===== src/rtl/move_scheduler.sv =====
// move_scheduler: arbitrates key presses, auto-repeat and gravity ticks into a one-deep valid/ready command stream
// Ports: clk, clrn (async active-low reset); left/right/up/down/space key levels; speed selects gravity period;
//   fail holds gravity and flushes non-restart requests; cmd_ready/cmd_valid/cmd command handshake;
//   gravity_miss pulses when a gravity tick finds one already pending.
module move_scheduler #(
  parameter int unsigned GRAVITY_TICKS = 50000000,
  parameter int unsigned REPEAT_DELAY  = 25000000,
  parameter int unsigned REPEAT_RATE   = 5000000,
  parameter int unsigned CNT_W         = 32
) (
  input  logic       clk,
  input  logic       clrn,
  input  logic       left,
  input  logic       right,
  input  logic       up,
  input  logic       down,
  input  logic       space,
  input  logic [1:0] speed,
  input  logic       fail,
  input  logic       cmd_ready,
  output logic       cmd_valid,
  output logic [2:0] cmd,
  output logic       gravity_miss
);
  localparam int SP = 5, ROT = 4, L = 3, R = 2, DN = 1, GR = 0;
  logic [4:0] keys, prev_q, rise;
  logic [5:0] pend_q, pend_d, set, grant, clr;
  logic cmd_valid_q, cmd_valid_d, miss_q, miss_d, phase_q, phase_d;
  logic [2:0] cmd_q, cmd_d;
  logic [1:0] tgt_q, tgt_d, new_tgt;
  logic [CNT_W-1:0] grav_q, grav_d, rep_q, rep_d, period;
  logic tick, load, held, rep_hit, retarget;
  always_comb begin
    keys = {space, up, left, right, down};
    // only restart may register a new press while the game is over
    rise = keys & ~prev_q & (fail ? 5'b10000 : 5'b11111);
    period = CNT_W'(GRAVITY_TICKS) >> speed;
    tick = ~fail & (grav_q >= period - CNT_W'(1));
    // repeat target: 0 none, 1 left, 2 right, 3 down
    held = tgt_q == 2'd1 ? left : tgt_q == 2'd2 ? right : tgt_q == 2'd3 & down;
    rep_hit = held & (rep_q == (phase_q ? CNT_W'(REPEAT_RATE - 1) : CNT_W'(REPEAT_DELAY - 1)));
    retarget = |rise[2:0];
    new_tgt = rise[2] ? 2'd1 : rise[1] ? 2'd2 : 2'd3;
    set = {rise[4], rise[3], rise[2] | (rep_hit & tgt_q == 2'd1),
           rise[1] | (rep_hit & tgt_q == 2'd2), rise[0] | (rep_hit & tgt_q == 2'd3), tick};
    load = ~cmd_valid_q | cmd_ready;
    grant = ~load ? 6'b0 : pend_q[SP] ? 6'b100000 : pend_q[ROT] ? 6'b010000 : pend_q[L] ? 6'b001000 :
            pend_q[R] ? 6'b000100 : pend_q[DN] ? 6'b000010 : {5'b0, pend_q[GR]};
    // a restart flushes every other request; new events in the same cycle still land
    clr = grant | (grant[SP] ? 6'b011111 : 6'b0);
    pend_d = ((pend_q & ~clr) | set) & (fail ? 6'b100000 : 6'b111111);
    cmd_valid_d = load ? |pend_q : cmd_valid_q;
    cmd_d = ~load ? cmd_q : grant[SP] ? 3'b100 : grant[ROT] ? 3'b111 : grant[L] ? 3'b101 :
            grant[R] ? 3'b110 : {2'b0, grant[DN] | grant[GR]};
    miss_d = tick & pend_q[GR] & ~grant[GR];
    grav_d = (fail | tick | grant[SP]) ? '0 : grav_q + CNT_W'(1);
    tgt_d = retarget ? new_tgt : held ? tgt_q : 2'd0;
    rep_d = (retarget | ~held | grant[SP] | rep_hit) ? '0 : rep_q + CNT_W'(1);
    phase_d = (retarget | ~held | grant[SP]) ? 1'b0 : phase_q | rep_hit;
  end
  always_ff @(posedge clk or negedge clrn)
    if (!clrn) begin
      prev_q      <= '0;
      pend_q      <= '0;
      cmd_valid_q <= 1'b0;
      cmd_q       <= '0;
      miss_q      <= 1'b0;
      grav_q      <= '0;
      rep_q       <= '0;
      tgt_q       <= '0;
      phase_q     <= 1'b0;
    end else begin
      prev_q      <= keys;
      pend_q      <= pend_d;
      cmd_valid_q <= cmd_valid_d;
      cmd_q       <= cmd_d;
      miss_q      <= miss_d;
      grav_q      <= grav_d;
      rep_q       <= rep_d;
      tgt_q       <= tgt_d;
      phase_q     <= phase_d;
    end
  assign cmd_valid    = cmd_valid_q;
  assign cmd          = cmd_q;
  assign gravity_miss = miss_q;
endmodule


===== config.mk =====
export PLATFORM = sky130hd
export DESIGN_NAME = move_scheduler
export DESIGN_NICKNAME = d
export VERILOG_FILES = /design/src/rtl/move_scheduler.sv
export SDC_FILE = /design/constraint.sdc
export NUM_CORES = 1
export LEC_CHECK = 0
export CAP_MARGIN = 20
export CORE_MARGIN = 1
export CORE_UTILIZATION = 40
export CTS_CLUSTER_DIAMETER = 60
export DETAILED_ROUTE_END_ITERATION = 6
export HOLD_SLACK_MARGIN = 0.1
export PLACE_DENSITY_LB_ADDON = 0.08
export RECOVER_POWER = 50
export SYNTH_ARGS = -nofsm -noshare
export SYNTH_HDL_FRONTEND = slang
export SYNTH_SLANG_ARGS = --single-unit

===== constraint.sdc =====
create_clock -name clk -period 3 [get_ports clk]
set_input_delay 0.45 -clock clk [delete_from_list [all_inputs] [get_ports clk]]
set_output_delay 0.45 -clock clk [all_outputs]
set_load 0.02 [all_outputs]

==> out/qor.txt <==
IO Pins: 16
mean post-synth cell area: 9.48 sq um
top_reg_cell synth: dfrtp_1
Ys Warns: 0
number of global-route vias before repair: 3,256
status: finished with violations
hold_sp: prev_q[4]
first-pass GRT wire length: 15,800 um
cts hold-fix bufs: 0
Layout area overhead: 16.4%
PnR Total Power: 0.00265 W
# nets final: 542
core region area: 10,900 sq um
top cell type's share of synthesized area: 46.0%
Clock transition at path regs: 0.07 ns
ant diodes: 0
Final Skew: 0.00942 ns
RD Place Congestion: 0.815
Final setup viols: 0
CP required: 3.26 ns
DP Cell Count: 634
final hold slack: 0.455 ns
DR vias/cell: 5.03
most frequent cells in the layout: nor2_1 (99), dfrtp_1 (83), nand2_1 (35)
total CTS buffers: 9
DP HPWL: 6230 um
drc violations: 0
Fin. Hold Viols: 0
layout cells sized above 1: 6.64%
H-tree depth: 3
hold worst-path end: pend_q[5]
number of flops mapped to enable cells by yosys: 0
CP arrival: 2.95 ns
Max Cap Viol: 1
initial antenna violation count: 0
Final period util: 89.8%
synthesized cell area: 4510 sq um
design area: 5250 sq um
Tightest Pin Transition: 1.73 ns
starting density of the core: 41.2%
Mapped Cells: 476
Cell variety after synth: 45
CP endpoint kind: flip-flop
Setup TNS: 0 ns
CTS max path bufs: 2
ranking of synthesized cells by area: dfrtp_1 (46%), nor2_1 (8.2%), ha_1 (6.7%), xnor2_1 (6.6%), xor2_1 (5.4%)
leading area contributor after synthesis: dfrtp_1
PwrDens: 505 nW/um^2
Avg WL per Cell: 13.7 um
Iter 0 DRT Violations: 150
relative slew slack: -15.7%
GRT Total Usage: 17.3%
Max Clock Freq: 371 MHz
Std-Cell Rows: 38
R2R setup slack: 0.65 ns
R2R depth: 7
Clock Root Buffer: clkbuf_16
Yosys reg bits: 83
FF-to-FF End: rep_q[30]
largest net degree at the start of global routing: 84
Worst Setup Start Kind: input port
Clock Latency Late Sink: 0.34 ns
post-CTS sizing: 0
vias post-DR: 3,278
Worst Path Max Fanout: 23
final std cells w/o fill: 652
worst setup path start: speed[0]
clk sinks: 83
RSZ-0062 raised after global routing: false
Leak: 2.21 nW
final WL: 8920 um
fraction of registers with async set/reset: 100%
failing checks: capacitance limit, slew limit
I/O Buffers: 15
most common cell after layout, fill and taps aside: nor2_1
post-route antenna net violation count: 0
Crit Reg-Reg Startpoint: rep_q[12]
count of final max-slew check failures: 29
CTS tree: done
Setup Fix Bufs, Post-CTS: 0
critical path type: in -> reg
drt pass-1 iters: 4
sequential share of the synthesized area: 46.0%
maximum vdd drop: 0.304 mV
Post-Place Cell Area: 4860 sq um
worst min path class: reg -> reg
Die Area: 11,700 sq um
Die Ht: 108 um
Overflow after GRT: 0
minimum clock period: 2.69 ns
die width: 108 um
hold path depth: 1
-- logic make-up (layout without fill, tap and decap cells) --
kind of cell	count (synthesis)	in the layout	synth area share, %
simple gates	233	233	25.5
other cells	2	4	0.166
flops	83	83	46.0
xor+xnor	62	62	12.0
mux	2	2	0.499
compound gates	43	43	5.88
buf+inv	26	60	3.00
fa+ha+maj	25	25	6.88
-- how the worst max path moves through the flow --
| stage | endpoint | slack (ns) | cells past startpoint |
|---|---|---|---|
| after global placement | grav_q[3] | 0.0005 | 13 |
| final | grav_q[12] | 0.31 | 13 |
| after CTS | grav_q[21] | 0.31 | 13 |
| after global routing | grav_q[21] | 0.14 | 13 |
| after detailed placement | grav_q[17] | -0.06 | 13 |
| after floorplan | grav_q[9] | 0.58 | 11 |
-- sequential cells by signal (all words and copies together), names as in the netlist --
name          cells
pend_q            6
rep_q            32
cmd_valid         1
gravity_miss      1
prev_q            5
grav_q           32
phase_q           1
tgt_q             2
cmd               3
-- critical path: stages --
cell and delay, ns:
clkdlybuf4s50_1 0.48, nor2_1 0.06, buf_4 0.13, ha_1 0.27, ha_1 0.31, nand4_1 0.10, o22ai_1 0.07, a211o_1 0.25
a221oi_1 0.28, buf_4 0.17, o21ai_2 0.09, buf_12 0.18, nor2_1 0.12
-- Yosys cell counts (3+ instances only) --
library cell / count
a21oi_1: 10
xnor2_1: 34
buf_6: 3
clkbuf_1: 3
xor2_1: 28
nand4_1: 17
nor2_1: 99
nand2b_1: 7
nor3b_1: 3
inv_1: 16
a31oi_1: 5
nor4_1: 7
nand2_1: 35
nand3_1: 25
buf_2: 3
and3_1: 8
nor3_1: 5
o21ai_0: 12
dfrtp_1: 83
ha_1: 24
or4b_1: 5
nor2b_1: 6
and4_1: 9
-- power by group --
part | switching, W | internal (W)
clock network | 0.000446 | 0.000837
logic | 0.000120 | 0.0000800
registers | 0.0000205 | 0.00114
total | 0.000587 | 0.00206
-- layer usage --
layer,up-vias,global-route usage [%],wire [um]
met5,-,0,0
met3,11,4.22,238
met2,27,27.3,4020
li1,1696,-,-
met1,1544,23.3,4530
met4,0,5.77,134
-- through the flow --
step	utilization (%)	worst slack, ns
global route	48.0	0.136
CTS	47.7	0.306
floorplan	-	0.582
finish	48.0	0.307
global placement	44.5	0.000515
detailed placement	44.5	-0.0562
-- cell type report --
cell class | count | area [sq um]
repair buffers | 28 | 277
fillers | 1043 | 5690
well taps | 140 | 175
clock inverters | 6 | 113
flip-flops and latches | 83 | 2080
inverters | 16 | 60.1
clock buffers | 10 | 239
multi-input cells | 369 | 2310
Power figures use the tool's default switching activity.
